`config.mk`:
```
export PLATFORM = sky130hd
export DESIGN_NAME = branch_issue_queue
export DESIGN_NICKNAME = d
export VERILOG_FILES = /design/src/rtl/len5_pkg.sv /design/src/rtl/branch_issue_queue.sv
export SDC_FILE = /design/constraint.sdc
export NUM_CORES = 2
export LEC_CHECK = 0
export CAP_MARGIN = 0
export CORE_MARGIN = 1.5
export CORE_UTILIZATION = 35
export DETAILED_ROUTE_END_ITERATION = 8
export GPL_TIMING_DRIVEN = 0
export REMOVE_ABC_BUFFERS = 1
export SETUP_SLACK_MARGIN = 0.02
export SLEW_MARGIN = 20
export SYNTH_ARGS = -nofsm -noshare
export SYNTH_HDL_FRONTEND = slang
export SYNTH_SLANG_ARGS = --single-unit
```
`constraint.sdc`:
```
create_clock -name clk_i -period 2.9 [get_ports clk_i]
set_input_delay 0.58 -clock clk_i [delete_from_list [all_inputs] [get_ports clk_i]]
set_output_delay 0.58 -clock clk_i [all_outputs]
set_load 0.05 [all_outputs]
```
`src/rtl/len5_pkg.sv`:
```
// Shared types for the LEN5 backend.
// Branch issue queue entry layout and defaults.
package len5_pkg;

  localparam int XLEN     = 64;
  localparam int B_IMM    = 12;
  localparam int BQ_DEPTH = 4;
  localparam int BQ_TAG_W = 6;

  typedef enum logic [2:0] {
    BEQ  = 3'd0,
    BNE  = 3'd1,
    BLT  = 3'd2,
    BGE  = 3'd3,
    BLTU = 3'd4,
    BGEU = 3'd5
  } branch_type_t;

  typedef struct packed {
    logic                ready;
    logic [BQ_TAG_W-1:0] tag;
    logic [XLEN-1:0]     value;
  } bq_op_t;

  typedef struct packed {
    logic                valid;
    branch_type_t        br_type;
    bq_op_t              rs1;
    bq_op_t              rs2;
    logic [B_IMM-1:0]    imm;
    logic [XLEN-1:0]     pred_pc;
    logic [XLEN-1:0]     pred_target;
    logic                pred_taken;
    logic [BQ_TAG_W-1:0] tag;
  } bq_entry_t;

endpackage

```
`src/rtl/branch_issue_queue.sv`:
```
// In-order branch issue queue with CDB wake-up.
// One branch in flight; result paired with its ROB tag.
module branch_issue_queue
  import len5_pkg::*;
#(
  parameter int DEPTH = BQ_DEPTH,
  parameter int TAG_W = BQ_TAG_W
) (
  input  logic               clk_i,
  input  logic               rst_n_i,
  input  logic               flush_i,
  input  logic               ins_valid_i,
  output logic               ins_ready_o,
  input  branch_type_t       ins_type_i,
  input  logic               ins_rs1_ready_i,
  input  logic               ins_rs2_ready_i,
  input  logic [TAG_W-1:0]   ins_rs1_tag_i,
  input  logic [TAG_W-1:0]   ins_rs2_tag_i,
  input  logic [XLEN-1:0]    ins_rs1_i,
  input  logic [XLEN-1:0]    ins_rs2_i,
  input  logic [B_IMM-1:0]   ins_imm_i,
  input  logic [XLEN-1:0]    ins_pred_pc_i,
  input  logic [XLEN-1:0]    ins_pred_target_i,
  input  logic               ins_pred_taken_i,
  input  logic [TAG_W-1:0]   ins_tag_i,
  input  logic               cdb_valid_i,
  input  logic [TAG_W-1:0]   cdb_tag_i,
  input  logic [XLEN-1:0]    cdb_value_i,
  output logic               bu_ops_valid_o,
  input  logic               bu_ops_ready_i,
  output logic [XLEN-1:0]    bu_rs1_o,
  output logic [XLEN-1:0]    bu_rs2_o,
  output logic [B_IMM-1:0]   bu_imm_o,
  output logic [XLEN-1:0]    bu_pred_pc_o,
  output logic [XLEN-1:0]    bu_pred_target_o,
  output logic               bu_pred_taken_o,
  output branch_type_t       bu_type_o,
  input  logic               bu_res_valid_i,
  output logic               res_valid_o,
  output logic [TAG_W-1:0]   res_tag_o
);

  localparam int PW = (DEPTH > 1) ? $clog2(DEPTH) : 1;
  localparam int CW = $clog2(DEPTH + 1);

  logic [PW-1:0]       head;
  logic [PW-1:0]       tail;
  logic [CW-1:0]       count;
  logic                inflight;
  logic [BQ_TAG_W-1:0] tag_q;

  bq_entry_t q [DEPTH];
  bq_entry_t hd;
  bq_entry_t new_e;

  logic cdb1;
  logic cdb2;
  logic ins_fire;
  logic fire;

  function automatic logic [PW-1:0] wrap_inc(
    input logic [PW-1:0] p
  );
    return (p == PW'(DEPTH - 1)) ? '0 : p + PW'(1);
  endfunction

  assign hd = q[head];

  assign ins_ready_o = (count < CW'(DEPTH)) && !flush_i;
  assign ins_fire    = ins_valid_i && ins_ready_o;

  assign bu_ops_valid_o = hd.valid && hd.rs1.ready
                       && hd.rs2.ready && !inflight
                       && !flush_i;
  assign fire = bu_ops_valid_o && bu_ops_ready_i;

  assign bu_rs1_o         = hd.valid ? hd.rs1.value : '0;
  assign bu_rs2_o         = hd.valid ? hd.rs2.value : '0;
  assign bu_imm_o         = hd.valid ? hd.imm : '0;
  assign bu_pred_pc_o     = hd.valid ? hd.pred_pc : '0;
  assign bu_pred_target_o = hd.valid ? hd.pred_target : '0;
  assign bu_pred_taken_o  = hd.valid && hd.pred_taken;
  assign bu_type_o        = hd.valid ? hd.br_type : BEQ;

  assign res_valid_o = bu_res_valid_i && inflight && !flush_i;
  assign res_tag_o   = TAG_W'(tag_q);

  // The inserting entry snoops the CDB in its own insert cycle
  assign cdb1 = cdb_valid_i && (ins_rs1_tag_i == cdb_tag_i);
  assign cdb2 = cdb_valid_i && (ins_rs2_tag_i == cdb_tag_i);

  always_comb begin
    new_e             = '0;
    new_e.valid       = 1'b1;
    new_e.br_type     = ins_type_i;
    new_e.rs1.ready   = ins_rs1_ready_i || cdb1;
    new_e.rs1.tag     = BQ_TAG_W'(ins_rs1_tag_i);
    new_e.rs1.value   = (!ins_rs1_ready_i && cdb1)
                      ? cdb_value_i : ins_rs1_i;
    new_e.rs2.ready   = ins_rs2_ready_i || cdb2;
    new_e.rs2.tag     = BQ_TAG_W'(ins_rs2_tag_i);
    new_e.rs2.value   = (!ins_rs2_ready_i && cdb2)
                      ? cdb_value_i : ins_rs2_i;
    new_e.imm         = ins_imm_i;
    new_e.pred_pc     = ins_pred_pc_i;
    new_e.pred_target = ins_pred_target_i;
    new_e.pred_taken  = ins_pred_taken_i;
    new_e.tag         = BQ_TAG_W'(ins_tag_i);
  end

  for (genvar i = 0; i < DEPTH; i++) begin : g_ent
    bq_entry_t e;
    logic      wr;
    logic      pop;
    logic      s1;
    logic      s2;

    assign wr  = ins_fire && (tail == PW'(i));
    assign pop = fire && (head == PW'(i));
    assign s1  = e.valid && !e.rs1.ready && cdb_valid_i
              && (e.rs1.tag == BQ_TAG_W'(cdb_tag_i));
    assign s2  = e.valid && !e.rs2.ready && cdb_valid_i
              && (e.rs2.tag == BQ_TAG_W'(cdb_tag_i));

    always_ff @(posedge clk_i or negedge rst_n_i) begin
      if (!rst_n_i) begin
        e <= '0;
      end else if (flush_i) begin
        e.valid <= 1'b0;
      end else if (wr) begin
        e <= new_e;
      end else begin
        if (pop) e.valid <= 1'b0;
        if (s1) begin
          e.rs1.ready <= 1'b1;
          e.rs1.value <= cdb_value_i;
        end
        if (s2) begin
          e.rs2.ready <= 1'b1;
          e.rs2.value <= cdb_value_i;
        end
      end
    end

    assign q[i] = e;
  end

  always_ff @(posedge clk_i or negedge rst_n_i) begin
    if (!rst_n_i) begin
      head  <= '0;
      tail  <= '0;
      count <= '0;
    end else if (flush_i) begin
      head  <= '0;
      tail  <= '0;
      count <= '0;
    end else begin
      if (ins_fire) tail <= wrap_inc(tail);
      if (fire)     head <= wrap_inc(head);
      if (ins_fire && !fire)
        count <= count + CW'(1);
      else if (fire && !ins_fire)
        count <= count - CW'(1);
    end
  end

  // A fire and a stray result in the same cycle: the fire wins
  always_ff @(posedge clk_i or negedge rst_n_i) begin
    if (!rst_n_i) begin
      inflight <= 1'b0;
      tag_q    <= '0;
    end else if (flush_i) begin
      inflight <= 1'b0;
    end else if (fire) begin
      inflight <= 1'b1;
      tag_q    <= hd.tag;
    end else if (bu_res_valid_i) begin
      inflight <= 1'b0;
    end
  end

endmodule
```
# Yosys cells after proc, flatten, opt, wreduce, memory -nomap -nowiden
# Index checks and enable logic that the tools add are counted.
# word_totals
regBits	1186
in_bits	369
output_inout_bits	281
elab_cells	239
# classes
add_sub_neg	4
order_cmp	2
n_eq_ne	16
muxes	63
bitwise_logic	2
n_reduce_logical	95
# ops
op	n
$mux W64	18
$bmux W293 S2	1
$mux W293	2
$mux W65	4
$eq A6 B6 Y1	10
$logic_and A1 B1 Y1	48
$mux W1	27
$reduce_and A2 Y1	13
$reduce_bool A2 Y1	10
$reduce_bool A3 Y1	6
$logic_not A1 Y1	14
$mux W12	1
$mux W2	6
$mux W3	4
$eq A2 B2 Y1 const B	4
$add A2 B1 Y2 const B	2
$eq A2 B1 Y1 const B	2
$logic_not A2 Y1	2
$add A3 B1 Y3 const B	1
$ge A3 B3 Y1 const B	1
$lt A3 B3 Y1 const B	1
$not A2 Y3	1
$sub A3 B1 Y3 const B	1
$logic_or A1 B1 Y1	2
$not A1 Y1	1

# Depth between registers and ports, before layout
# logic_depth
word_depth	13
depth_mapped	12

# Worst setup path after synthesis
# OpenSTA, ideal clock, no wires.
# synth_timing
kind	register -> output
startpoint	reg head[1]
endpoint	out bu_pred_target_o[62]
arrival_time_ps	2318
setup_slack_ps	2
path_stages_with_launch	6
path_cell_list	dfrtp_1 clkbuf_1 clkbuf_1 clkbuf_1 mux4_2 nor2b_1
# synth_between
elab_chain_cells	5
# synth_lines
element	line_no	source
from (decl)	branch_issue_queue.sv:46	logic [PW-1:0] head;
from (signal assigned)	branch_issue_queue.sv:159	if (fire) head <= wrap_inc(head);
$not A2 Y3 (implied by the code)	branch_issue_queue.sv:67	assign hd = q[head];
$bmux W293 S2	branch_issue_queue.sv:67	
$mux W293 (implied by the code) (2 in series)	branch_issue_queue.sv:67	
$mux W64	branch_issue_queue.sv:81	assign bu_pred_target_o = hd.valid ? hd.pred_target : '0;
to (decl)	branch_issue_queue.sv:35	output logic [XLEN-1:0] bu_pred_target_o,
# No other way between the ends. The select of a mux whose other input is x is not followed.

# Final worst setup path
# layout_timing
startpoint	reg head[0]
endpoint	out bu_rs2_o[3]
# layout_between
elab_chain_cells	5
# layout_lines
element	line_no	source
$not A2 Y3 (implied by the code)	branch_issue_queue.sv:67	
$bmux W293 S2	branch_issue_queue.sv:67	
$mux W293 (implied by the code) (2 in series)	branch_issue_queue.sv:67	
$mux W64	branch_issue_queue.sv:78	assign bu_rs2_o = hd.valid ? hd.rs2.value : '0;
to (decl)	branch_issue_queue.sv:32	output logic [XLEN-1:0] bu_rs2_o,
# No other way between the ends. The select of a mux whose other input is x is not followed.

==> impl_metrics.csv <==
group,metric,value,unit
run_status,status,"complete, but fails checks",
run_status,failed_checks,"negative setup slack",
finish,layout-drive-gt1-share,24.2,%
synthesis,synth.cell_area,58100,um2
grt,grt_pass1_vias,48500,
route,drtIter0Drc,4717,
synthesis,yosysSeqAreaShare,51.1,%
run,max_cap_viol_count,0,
finish,area_growth,37.2,%
sta,finalSetupViolCount,273,
placement,placedCellCount,7918,
min_path,min_from,"ins_rs1_tag_i[1]",
route,via_per_inst,5.65,
finish,mostFrequentLayoutCell,"nand2_1",
finish,regArea,29700,um2
critical_path,cp_data_arrival_time,3.03,ns
clock_network,cts_max_path_buffers,3,
clock_network,insertion_delay,0.78,ns
min_path,whs_path_depth,3,
sta,period_needed,3.61,ns
route,dr_total_vias,47800,
finish,final_cell_mix,"nand2_1 (1,980), dfrtp_1 (1,183), or3_1 (514), o221a_1 (480), clkdlybuf4s50_1 (353)",
sta,slew_headroom,44.0,%
floorplanning,initial_utilization,35.2,%
critical_path,critPathCaptureType,"primary output",
route,dr.pass1.iters,6,
placement,hpwl,126000,um
placement,portBuffers,649,
route,wl_per_cell,26.6,um
pwr,p_leak,35.0,nW
synthesis,yosysUniqueCellTypes,40,
clock_network,htree_levels,4,
synthesis,avgSynthCellArea,10.6,um2
finish,fillerInstances,14500,
clock_network,cts_buffers,141,
critical_path,crit_required,2.32,ns
synthesis,synth_top_area_share,51.1,%
clock_network,cts_tree,"built",
floorplanning,fp.dieH,410,um
floorplanning,io_pins,650,
synthesis,synth_ff_type,"dfrtp_1",
sta,timing.hold.ws,0.151,ns
synthesis,yosysTopAreaCell,"dfrtp_1",
synthesis,ys_async_sr_fraction,100,%
route,ant_nets,0,
synthesis,ys.warnings.count,0,
grt,grt_max_degree,144,
min_path,hold_end,"g_ent[3].e[283]",
synthesis,synth_cells,5470,
floorplanning,design.core.area,165000,um2
finish,fin_cells,8450,
critical_path,critPathMaxFanout,5,
sta,period_share,124,%
critical_path,timing.rr.start,"count[2]",
pwr,ir_drop,0.668,mV
critical_path,worstSetupPathType,"register to primary output",
synthesis,synth_edf_count,0,
clock_network,cts-root-buf,"clkbuf_16",
sta,worst_pin_slew,0.841,ns
placement,dp_slack,-1.42,ns
floorplanning,dieArea,168000,um2
min_path,hp-class,"input pin to register",
sta,hold_viol,0,
sta,setup_slack,-0.709,ns
sta,final_max_slew_viol_count,0,
critical_path,reg2reg_slack,0.03,ns
placement,place_congestion,0.768,
critical_path,startpoint_type,"register",
route,drc,0,
clock_network,clock-sinks,1186,
finish,num-nets-final,6507,
clock_network,path_clk_slew,0.06,ns
grt,grt_use_total,25.8,%
grt,overflow,0,
synthesis,synthTopCellsByArea,"dfrtp_1 (51%), nand2_1 (13%), mux4_2 (11%), o221a_1 (9.3%), or3_1 (5.5%)",
sta,skew,0.0270,ns
floorplanning,rows,149,
route,routed_wl,225000,um
grt,antenna_found_initial,52,
finish,multi_input_area,27900,um2
floorplanning,dieWidth,410,um
critical_path,reg2reg_to,"g_ent[0].e[218]",
sta,max_clock_freq,277,MHz
sta,rsz0062_at_grt,"true",
pwr,power_density,952,nW/um2
critical_path,r2r_cells,9,
synthesis,ys_ff_latch,1186,
grt,grt_pass1_wl,329000,um
[stage by stage]
stage | power (mW) | TNS, ns | instance area, um2 | utilization (%)
CTS | 73.9 | -172.57 | 77200 | 46.8
detailed placement | 51.6 | -1064.65 | 68000 | 41.3
floorplan | 43.3 | - | 55500 | -
global placement | 48.8 | - | 64700 | 39.3
finish | 75.8 | -148.42 | 79600 | 48.3
global route | 79.5 | -166.89 | 79600 | 48.3
[worst max path at each step]
stage                       start  slack [ns]          endpoint  cells past startpoint
after floorplan           head[0]      -26.12       bu_imm_o[0]                      3
after global placement    head[1]      -96.28       bu_rs1_o[1]                      3
after detailed placement  head[0]       -1.42       bu_rs2_o[0]                     10
after CTS                 head[0]       -0.81      bu_rs2_o[15]                     11
after global routing      head[0]       -0.77  bu_pred_pc_o[39]                     13
final                     head[0]       -0.71       bu_rs2_o[3]                     11
[power breakdown]
| part | switching [mW] | internal, mW | total, mW |
|---|---|---|---|
| Sequential | 4.08 | 24.0 | 28.1 |
| Combinational | 14.1 | 15.7 | 29.8 |
| Clock | 7.47 | 10.5 | 18.0 |
[repair_timing]
action                                   CTS  global route
hold endpoints to repair                  66             0
setup buffers                            141            76
endpoints found under the setup margin   794           646
resized for setup                       2319           492
cloned                                    48            18
hold buffers                               2             0
pin swaps                                  6             8
[per-layer routing]
layer / track usage (%) / routed length, um
met1: 33.3 / 89200
met2: 40.9 / 106000
met3: 7.92 / 21800
met4: 8.92 / 7250
met5: 0 / 320
[cells by family after synthesis]
kind of cell / Yosys count / synth area share [%]
xor gates and xnor gates: 62 / 0.935
AOI/OAI and AO/OA: 539 / 10.2
buffers and inverters: 545 / 4.51
adders and majority gates: 9 / 0.207
muxes: 289 / 11.0
DFF: 1186 / 51.1
and+or+nand+nor: 2840 / 22.0
[final cells by class]
class,count,share of cell area [%]
Multi-Input combinational cell,3741,35.1
Timing Repair Buffer,1046,18.3
Inverter,13,0.0613
Clock inverter,41,0.537
Sequential cell,1186,37.3
Clock buffer,207,5.26
Tap cell,2189,3.44
Antenna cell,27,0.0849
[worst max-delay path, stage by stage (launching register included)]
cell       delay (ns)
dfrtp_4          0.50
buf_16           0.15
mux2_4           0.31
o21ai_4          0.16
clkbuf_16        0.19
buf_16           0.13
buf_16           0.14
buf_16           0.13
buf_12           0.12
clkbuf_16        0.18
nor2b_2          0.06
buf_6            0.15
[synth_stat cells, drive strengths merged, types with 8 or more instances]
cell and instances:
xnor2 14, mux4 278, dfrtp 1186, nand2 1992, nor2 11, nor4 16, inv 13, buf 244
o221a 512, xor2 48, mux2 9, clkbuf 288, a21oi 11, nor3b 8, nor2b 272, or3 514
ha 8
[sequential cells by signal, summed over array words and instances, names as in the netlist]
register	cells
g_ent.e	1172
res_tag_o	6
count	3
head	2
tail	2
inflight	1
Power figures use the tool's default switching activity.
